File: src/rtl/param_measure_pkg.sv
// Shared types for param_measure_mc: FSM state encoding and result flag bit positions.
// Optional duty-cycle feature is enabled elsewhere with PARAM_MEASURE_DUTY_EN.
package param_measure_pkg;

    typedef enum logic [1:0] {
        IDLE  = 2'd0,
        RUN   = 2'd1,
        DRAIN = 2'd2
    } state_t;

    localparam int FLAG_NO_SAMPLES = 1;
    localparam int FLAG_FEW_EDGES  = 0;

endpackage

File: src/rtl/param_measure_mc_hyst_edge_det.sv
// Per-channel hysteresis comparator: tracks high/low state, first-sample seen bit and rising-edge pulse.
// With PARAM_MEASURE_DUTY_EN defined, the post-update comparator state is exported for duty counting.
module hyst_edge_det #(
    parameter int DW = 8
) (
    input  logic          clk,
    input  logic          rst_n,
    input  logic          clr,
    input  logic          smp,
    input  logic [DW-1:0] data,
    input  logic [DW-1:0] hi,
    input  logic [DW-1:0] lo,
    output logic          seen,
    output logic          edge_pulse
`ifdef PARAM_MEASURE_DUTY_EN
    ,
    output logic          state_nxt
`endif
);

    logic level_hi;
    logic level_nxt;

    always_comb begin
        level_nxt  = level_hi;
        edge_pulse = 1'b0;
        if (smp) begin
            // the first sample only initialises the state, it never counts as an edge
            if (!seen) begin
                level_nxt = (data >= hi);
            end else if (!level_hi && (data >= hi)) begin
                level_nxt  = 1'b1;
                edge_pulse = 1'b1;
            end else if (level_hi && (data <= lo)) begin
                level_nxt = 1'b0;
            end
        end
    end

`ifdef PARAM_MEASURE_DUTY_EN
    assign state_nxt = level_nxt;
`endif

    always_ff @(posedge clk) begin
        if (!rst_n || clr) begin
            seen     <= 1'b0;
            level_hi <= 1'b0;
        end else if (smp) begin
            seen     <= 1'b1;
            level_hi <= level_nxt;
        end
    end

endmodule

File: src/rtl/param_measure_mc.sv
// Gated multi-channel parameter measurement: peak/min, hysteresis edge count and edge span per channel.
// Define PARAM_MEASURE_DUTY_EN to add the res_duty output (count of samples with comparator high).
//
//   state | meaning
//   IDLE  | waiting for start; thresholds latched and statistics cleared on start
//   RUN   | gate open for GATE_CYC cycles, samples accumulated
//   DRAIN | results presented channel by channel with valid/ready
module param_measure_mc
    import param_measure_pkg::*;
#(
    parameter int DW       = 8,
    parameter int NCH      = 4,
    parameter int GATE_CYC = 50_000_000,
    parameter int EW       = 20,
    localparam int CW      = (NCH > 1) ? $clog2(NCH) : 1,
    localparam int SW      = $clog2(GATE_CYC + 1)
) (
    input  logic          clk,
    input  logic          rst_n,
    input  logic [DW-1:0] trig_level,
    input  logic [DW-1:0] hyst,
    input  logic          start,
    input  logic          ad_valid,
    input  logic [CW-1:0] ad_chan,
    input  logic [DW-1:0] ad_data,
    output logic          busy,
    output logic          res_valid,
    input  logic          res_ready,
    output logic [CW-1:0] res_chan,
    output logic [DW-1:0] res_max,
    output logic [DW-1:0] res_min,
    output logic [DW-1:0] res_vpp,
    output logic [EW-1:0] res_edges,
    output logic [SW-1:0] res_span,
    output logic [1:0]    res_flags
`ifdef PARAM_MEASURE_DUTY_EN
    ,
    output logic [SW-1:0] res_duty
`endif
);

    state_t        state, state_nxt;
    logic [SW-1:0] g;
    logic [CW-1:0] ptr;
    logic [DW-1:0] lvl_q, hyst_q;
    logic [DW:0]   sum;
    logic [DW-1:0] hi, lo;
    logic          gate_clr;
    logic          acc;

    logic [NCH-1:0] smp, seen, edge_p;
    logic [DW-1:0]  max_a   [NCH];
    logic [DW-1:0]  min_a   [NCH];
    logic [EW-1:0]  edges_a [NCH];
    logic [SW-1:0]  first_a [NCH];
    logic [SW-1:0]  last_a  [NCH];
`ifdef PARAM_MEASURE_DUTY_EN
    logic [NCH-1:0] hi_nxt;
    logic [SW-1:0]  duty_a  [NCH];
`endif

    assign sum = {1'b0, lvl_q} + {1'b0, hyst_q};
    assign hi  = sum[DW] ? '1 : sum[DW-1:0];
    assign lo  = (lvl_q > hyst_q) ? (lvl_q - hyst_q) : '0;
    assign acc = (state == RUN) && ad_valid && (int'(ad_chan) < NCH);

    always_comb begin
        state_nxt = state;
        gate_clr  = 1'b0;
        case (state)
            IDLE: begin
                if (start) begin
                    state_nxt = RUN;
                    gate_clr  = 1'b1;
                end
            end
            RUN: begin
                if (g == SW'(GATE_CYC - 1)) state_nxt = DRAIN;
            end
            DRAIN: begin
                // start is not looked at here, so a start on the final handshake is dropped
                if (res_ready && (ptr == CW'(NCH - 1))) state_nxt = IDLE;
            end
            default: state_nxt = IDLE;
        endcase
    end

    always_ff @(posedge clk) begin
        if (!rst_n) begin
            state  <= IDLE;
            g      <= '0;
            ptr    <= '0;
            lvl_q  <= '0;
            hyst_q <= '0;
        end else begin
            state <= state_nxt;
            if (gate_clr) begin
                lvl_q  <= trig_level;
                hyst_q <= hyst;
                g      <= '0;
                ptr    <= '0;
            end else if (state == RUN) begin
                g <= g + 1'b1;
            end
            if ((state == DRAIN) && res_ready)
                ptr <= (ptr == CW'(NCH - 1)) ? '0 : ptr + 1'b1;
        end
    end

    for (genvar i = 0; i < NCH; i++) begin : g_ch
        logic [DW-1:0] max_q, min_q;
        logic [EW-1:0] edges_q;
        logic [SW-1:0] first_q, last_q;

        assign smp[i] = acc && (ad_chan == CW'(i));

        hyst_edge_det #(.DW(DW)) u_det (
            .clk        (clk),
            .rst_n      (rst_n),
            .clr        (gate_clr),
            .smp        (smp[i]),
            .data       (ad_data),
            .hi         (hi),
            .lo         (lo),
            .seen       (seen[i]),
            .edge_pulse (edge_p[i])
`ifdef PARAM_MEASURE_DUTY_EN
            ,
            .state_nxt  (hi_nxt[i])
`endif
        );

        always_ff @(posedge clk) begin
            if (!rst_n || gate_clr) begin
                max_q   <= '0;
                min_q   <= '0;
                edges_q <= '0;
                first_q <= '0;
                last_q  <= '0;
            end else if (smp[i]) begin
                if (!seen[i] || (ad_data > max_q)) max_q <= ad_data;
                if (!seen[i] || (ad_data < min_q)) min_q <= ad_data;
                if (edge_p[i]) begin
                    if (edges_q != '1) edges_q <= edges_q + 1'b1;
                    if (edges_q == '0) first_q <= g;
                    last_q <= g;
                end
            end
        end

`ifdef PARAM_MEASURE_DUTY_EN
        logic [SW-1:0] duty_q;
        always_ff @(posedge clk) begin
            if (!rst_n || gate_clr) duty_q <= '0;
            else if (smp[i] && hi_nxt[i]) duty_q <= duty_q + 1'b1;
        end
        assign duty_a[i] = duty_q;
`endif

        assign max_a[i]   = max_q;
        assign min_a[i]   = min_q;
        assign edges_a[i] = edges_q;
        assign first_a[i] = first_q;
        assign last_a[i]  = last_q;
    end

    // A channel without samples reports only the no-samples flag; edge flag needs data to mean anything.
    always_comb begin
        busy      = (state != IDLE);
        res_valid = (state == DRAIN);
        res_chan  = '0;
        res_max   = '0;
        res_min   = '0;
        res_vpp   = '0;
        res_edges = '0;
        res_span  = '0;
        res_flags = '0;
`ifdef PARAM_MEASURE_DUTY_EN
        res_duty  = '0;
`endif
        if (state == DRAIN) begin
            res_chan = ptr;
            if (!seen[ptr]) begin
                res_flags[FLAG_NO_SAMPLES] = 1'b1;
            end else begin
                res_max   = max_a[ptr];
                res_min   = min_a[ptr];
                res_vpp   = max_a[ptr] - min_a[ptr];
                res_edges = edges_a[ptr];
`ifdef PARAM_MEASURE_DUTY_EN
                res_duty  = duty_a[ptr];
`endif
                if (edges_a[ptr] < EW'(2)) res_flags[FLAG_FEW_EDGES] = 1'b1;
                else res_span = last_a[ptr] - first_a[ptr];
            end
        end
    end

endmodule

File: config.mk
export PLATFORM = sky130hd
export DESIGN_NAME = param_measure_mc
export DESIGN_NICKNAME = d
export VERILOG_FILES = /design/src/rtl/param_measure_pkg.sv /design/src/rtl/param_measure_mc_hyst_edge_det.sv /design/src/rtl/param_measure_mc.sv
export SDC_FILE = /design/constraint.sdc
export NUM_CORES = 1
export LEC_CHECK = 0
export ABC_AREA = 1
export BUFFER_PORTS_ARGS = -buffer_cell sky130_fd_sc_hd__buf_2
export CAP_MARGIN = 5
export CORE_ASPECT_RATIO = 0.8
export CORE_MARGIN = 4
export CORE_UTILIZATION = 35
export CTS_CLUSTER_DIAMETER = 200
export CTS_CLUSTER_SIZE = 12
export DETAILED_ROUTE_END_ITERATION = 6
export GPL_ROUTABILITY_DRIVEN = 0
export SETUP_SLACK_MARGIN = 0.02
export SYNTH_ARGS = -nofsm -noshare
export SYNTH_HDL_FRONTEND = slang
export SYNTH_HIERARCHICAL = 1
export SYNTH_SLANG_ARGS = --single-unit
File: constraint.sdc
create_clock -name clk -period 5.8 [get_ports clk]
set_clock_uncertainty 0.2 [all_clocks]
set_input_delay 0 -clock clk [delete_from_list [all_inputs] [get_ports clk]]
set_output_delay 0 -clock clk [all_outputs]
set_load 0.03 [all_outputs]
==> impl_metrics.csv <==
group,metric,value,unit
cells_and_area,syn_to_final_growth,10.46,%
timing,setup_violations,0,
timing,fin_ws,0.6261,ns
job,drv_cap,0,
floorplan,start_util,35.55,%
critical_path,setup.worst_path.start,"hyst_q[2]",
logic_synthesis,synth_edf_count,0,
clock_network,cts_tree,"done",
place,place_ws,0.7300,ns
grt,grt_pass1_wl,130500,um
clock_network,numCtsBuffers,39,
timing,slew_headroom,31.51,%
critical_path,crit_family,"compound AO/OA/AOI/OAI gates",
timing,final.period_utilization,89.21,%
critical_path,crit_buf_inv,4,
clock_network,cts.path.max_buffers,3,
logic_synthesis,synth.avg_cell_area,6.406,um^2
logic_synthesis,synth_top_area_cell,"dfxtp_1",
drt,vias_per_cell,5.017,
timing,worst_pin_slew,1.018,ns
critical_path,crit_type,"reg2reg",
critical_path,max_stage_delay,0.74,ns
logic_synthesis,synth_area,26360,um^2
clock_network,clk_pin_slew_worst_paths,0.07,ns
floorplan,num_rows,89,
drt,antenna_left,0,
critical_path,reg2reg_from,"hyst_q[2]",
logic_synthesis,netlist_top_cells_area,"dfxtp_1, nand2_1, ha_1",
clock_network,cts_root_buf,"clkbuf_16",
place,port_buffers,106,
logic_synthesis,syn_inst,4115,
floorplan,io_pins,107,
critical_path,rr_worst_depth,20,
critical_path,ff2ff_setup_slack,0.63,ns
drt,drt-pass1-iter-count,6,
floorplan,fp.dieW,314.8,um
drt,drt_wl_total,82210,um
floorplan,die_y,253.5,um
timing,drv_slew,0,
clock_network,cts_sinks,406,
critical_path,crit_slowest_cell,"nand4_4",
hold_path,min_path_type,"in2reg",
critical_path,timing.rr.end,"g_ch[0].first_q[5]",
cells_and_area,diodes,0,
critical_path,cp_common_cell,"o21ai_0",
critical_path,worst_ep_arrival_time,5.41,ns
logic_synthesis,synth_cell_types,49,
logic_synthesis,syn-num-nets,4332,
critical_path,crit_required,6.04,ns
cells_and_area,fillers,8001,
grt,grt_max_degree,237,
logic_synthesis,synth_async_sr_flop_share,0,%
critical_path,path_cells,"inv_1 > ha_1 > nor2_1 > o21ai_0 > nand2_1 > a41oi_1 > o21ai_0 > inv_1 > ha_1 > nand2_1 > o21ai_0 > nand2_1 > nand3_2 > nand4_1 > inv_1 > nand2_2 > clkinv_4 > nand4_4 > o21ai_0 > nor2_1",
drt,drc,0,
critical_path,startpoint_type,"flop",
floorplan,coreArea,74160,um^2
cells_and_area,post-route-util,39.26,%
critical_path,end_kind,"flop",
drt,drt-wirelength-per-cell,16.02,um
power,ir_drop,0.1573,mV
drt,vias,25746,
timing,hold_viol,0,
power,pwr_density_cell,207.4,nW/um^2
clock_network,cts.repair.resized,0,
clock_network,htreeDepth,2,
grt,grt_usage,20.09,%
timing,min_period,5.174,ns
floorplan,fp.dieArea,79800,um^2
place,dpl.hpwl,57110,um
cells_and_area,final_nets,4345,
timing,rsz0062_at_grt,"no",
logic_synthesis,seq_area_frac_synth,30.83,%
run_status,outcome,"finished, final reports clean",
grt,grt_overflow,0,
timing,fin_setup_tns,0,ns
critical_path,path_depth,20,
drt,drt_iter0_drc,2396,
logic_synthesis,synthFlopType,"dfxtp_1",
logic_synthesis,ys_seq_elements,406,
cells_and_area,final_layout_size_suffix_gt1_share,5.713,%
power,p_leak,0.01163,uW
logic_synthesis,yosysWarnings,6,
critical_path,crit_path_max_fanout,52,
grt,antenna_found_initial,0,
logic_synthesis,synth_top_area_share,30.83,%
timing,clock.fmax,193.3,MHz
critical_path,cp-endpoint,"g_ch[0].first_q[5]",
clock_network,clk_latency,0.57,ns
grt,grt_pass1_vias,23373,
-- worst register-to-register path, delay by kind of cell, from the launching register on --
family | cells | cell delay (ns)
AO/OA/AOI/OAI | 5 | 1.82
flip-flops | 1 | 0.34
AND/OR/NAND/NOR | 9 | 1.48
adder cells (fa/ha/maj) | 2 | 0.55
buffers and inverters | 4 | 0.66
-- cell usage in the layout, fill, tap and decap left out, types with 5 or more instances in the layout --
cell and n:
nand2_2 13, nand3_1 202, nand3b_1 10, nand3_2 6
clkbuf_16 40, buf_4 22, dlygate4sd3_1 52, nor3_1 54
o21a_1 15, a32oi_1 9, a211oi_1 62, xor2_1 51
a21o_1 5, a21oi_1 415, ha_1 182, inv_2 8
buf_2 106, o21ai_0 316, nand2_1 890, nand4_1 44
o22ai_1 23, inv_1 503, nor2_4 9, o21ai_1 16
xnor2_1 27, o211ai_1 6, nor2_1 578, nor4_1 5
dfxtp_1 404, buf_12 5
-- logic make-up (layout without fill, tap and decap cells) --
family	Yosys count	in the layout	share of synthesized area (%)
and+or+nand+nor	1833	1833	28.90
AOI/OAI and AO/OA	883	883	18.03
buffers and inverters	729	745	10.70
DFF	406	406	30.83
adders and majority gates	186	186	8.942
xor gates and xnor gates	78	78	2.592
-- layer usage --
| metal | global-route usage (%) | share of wire, % |
|---|---|---|
| met1 | 30.17 | 50 |
| met4 | 4.081 | 1.8 |
| met2 | 30.77 | 42 |
| met3 | 2.519 | 6.8 |
| met5 | 0 | 0 |
-- metrics by stage --
stage | hold slack, ns | area [um^2] | instances | power, uW
6_report | 0.1820 | 29120 | 5132 | 6038
5_1_grt | 0.2018 | 29120 | 5132 | 6340
4_1_cts | 0.1456 | 29120 | 5132 | 6113
3_5_place_dp | 0.07528 | 27540 | 5035 | 3714
3_3_place_gp | 0.06592 | 27540 | 5035 | 3699
2_1_floorplan | -0.06163 | 26360 | 4115 | 3505
-- registers in the layout, indices dropped and copies added, names as in the netlist --
signal,flops
g_ch.first_q,104
g_ch.last_q,104
g_ch.edges_q,80
g_ch.max_q,32
g_ch.min_q,32
g,26
hyst_q,8
lvl_q,8
g_ch.u_det/level_hi,4
g_ch.u_det/seen,4
ptr,2
state,2
-- power by group --
group	internal [uW]	total [uW]	switching [uW]
sequential	2800	2820	15.9
clock	1240	2350	1110
combinational	317	865	548
-- worst min path at each step --
| stage | startpoint | to | slack, ns | depth (start not counted) |
|---|---|---|---|---|
| after global routing | ad_data[1] | g_ch[0].max_q[1] | 0.20 | 5 |
| after floorplan | rst_n | hyst_q[1] | -0.06 | 2 |
| after detailed placement | trig_level[4] | lvl_q[4] | 0.08 | 3 |
| after CTS | ad_data[1] | g_ch[1].max_q[1] | 0.15 | 5 |
| final | ad_data[2] | g_ch[1].min_q[2] | 0.18 | 5 |
| after global placement | trig_level[4] | lvl_q[4] | 0.07 | 3 |
-- what timing repair did --
item / in CTS / in global routing
hold endpoints to repair: 77 / 0
hold buffers: 53 / 0
setup buffers: 0 / 0
-- synth_stat cells, drive strengths merged, types with 50 or more instances --
library cell and number:
xor2 51, a211oi 62, nand4 50, nor2 591
inv 514, a21oi 419, nor3 56, nand2 904
clkbuf 139, dfxtp 406, ha 182, o21ai 332
buf 74, nand3 208
-- final cells by class --
| cell class | count | area (um^2) | share of cell area [%] |
|---|---|---|---|
| well taps | 1001 | 1252 | 4.301 |
| repair buffers | 185 | 1316 | 4.520 |
| inverters | 516 | 1947 | 6.686 |
| multi-input cells | 2980 | 15420 | 52.97 |
| clock buffers | 42 | 1018 | 3.498 |
| flip-flops and latches | 406 | 8135 | 27.94 |
| clock inverters | 2 | 25.02 | 0.08594 |
(Power assumes the default switching activity.)
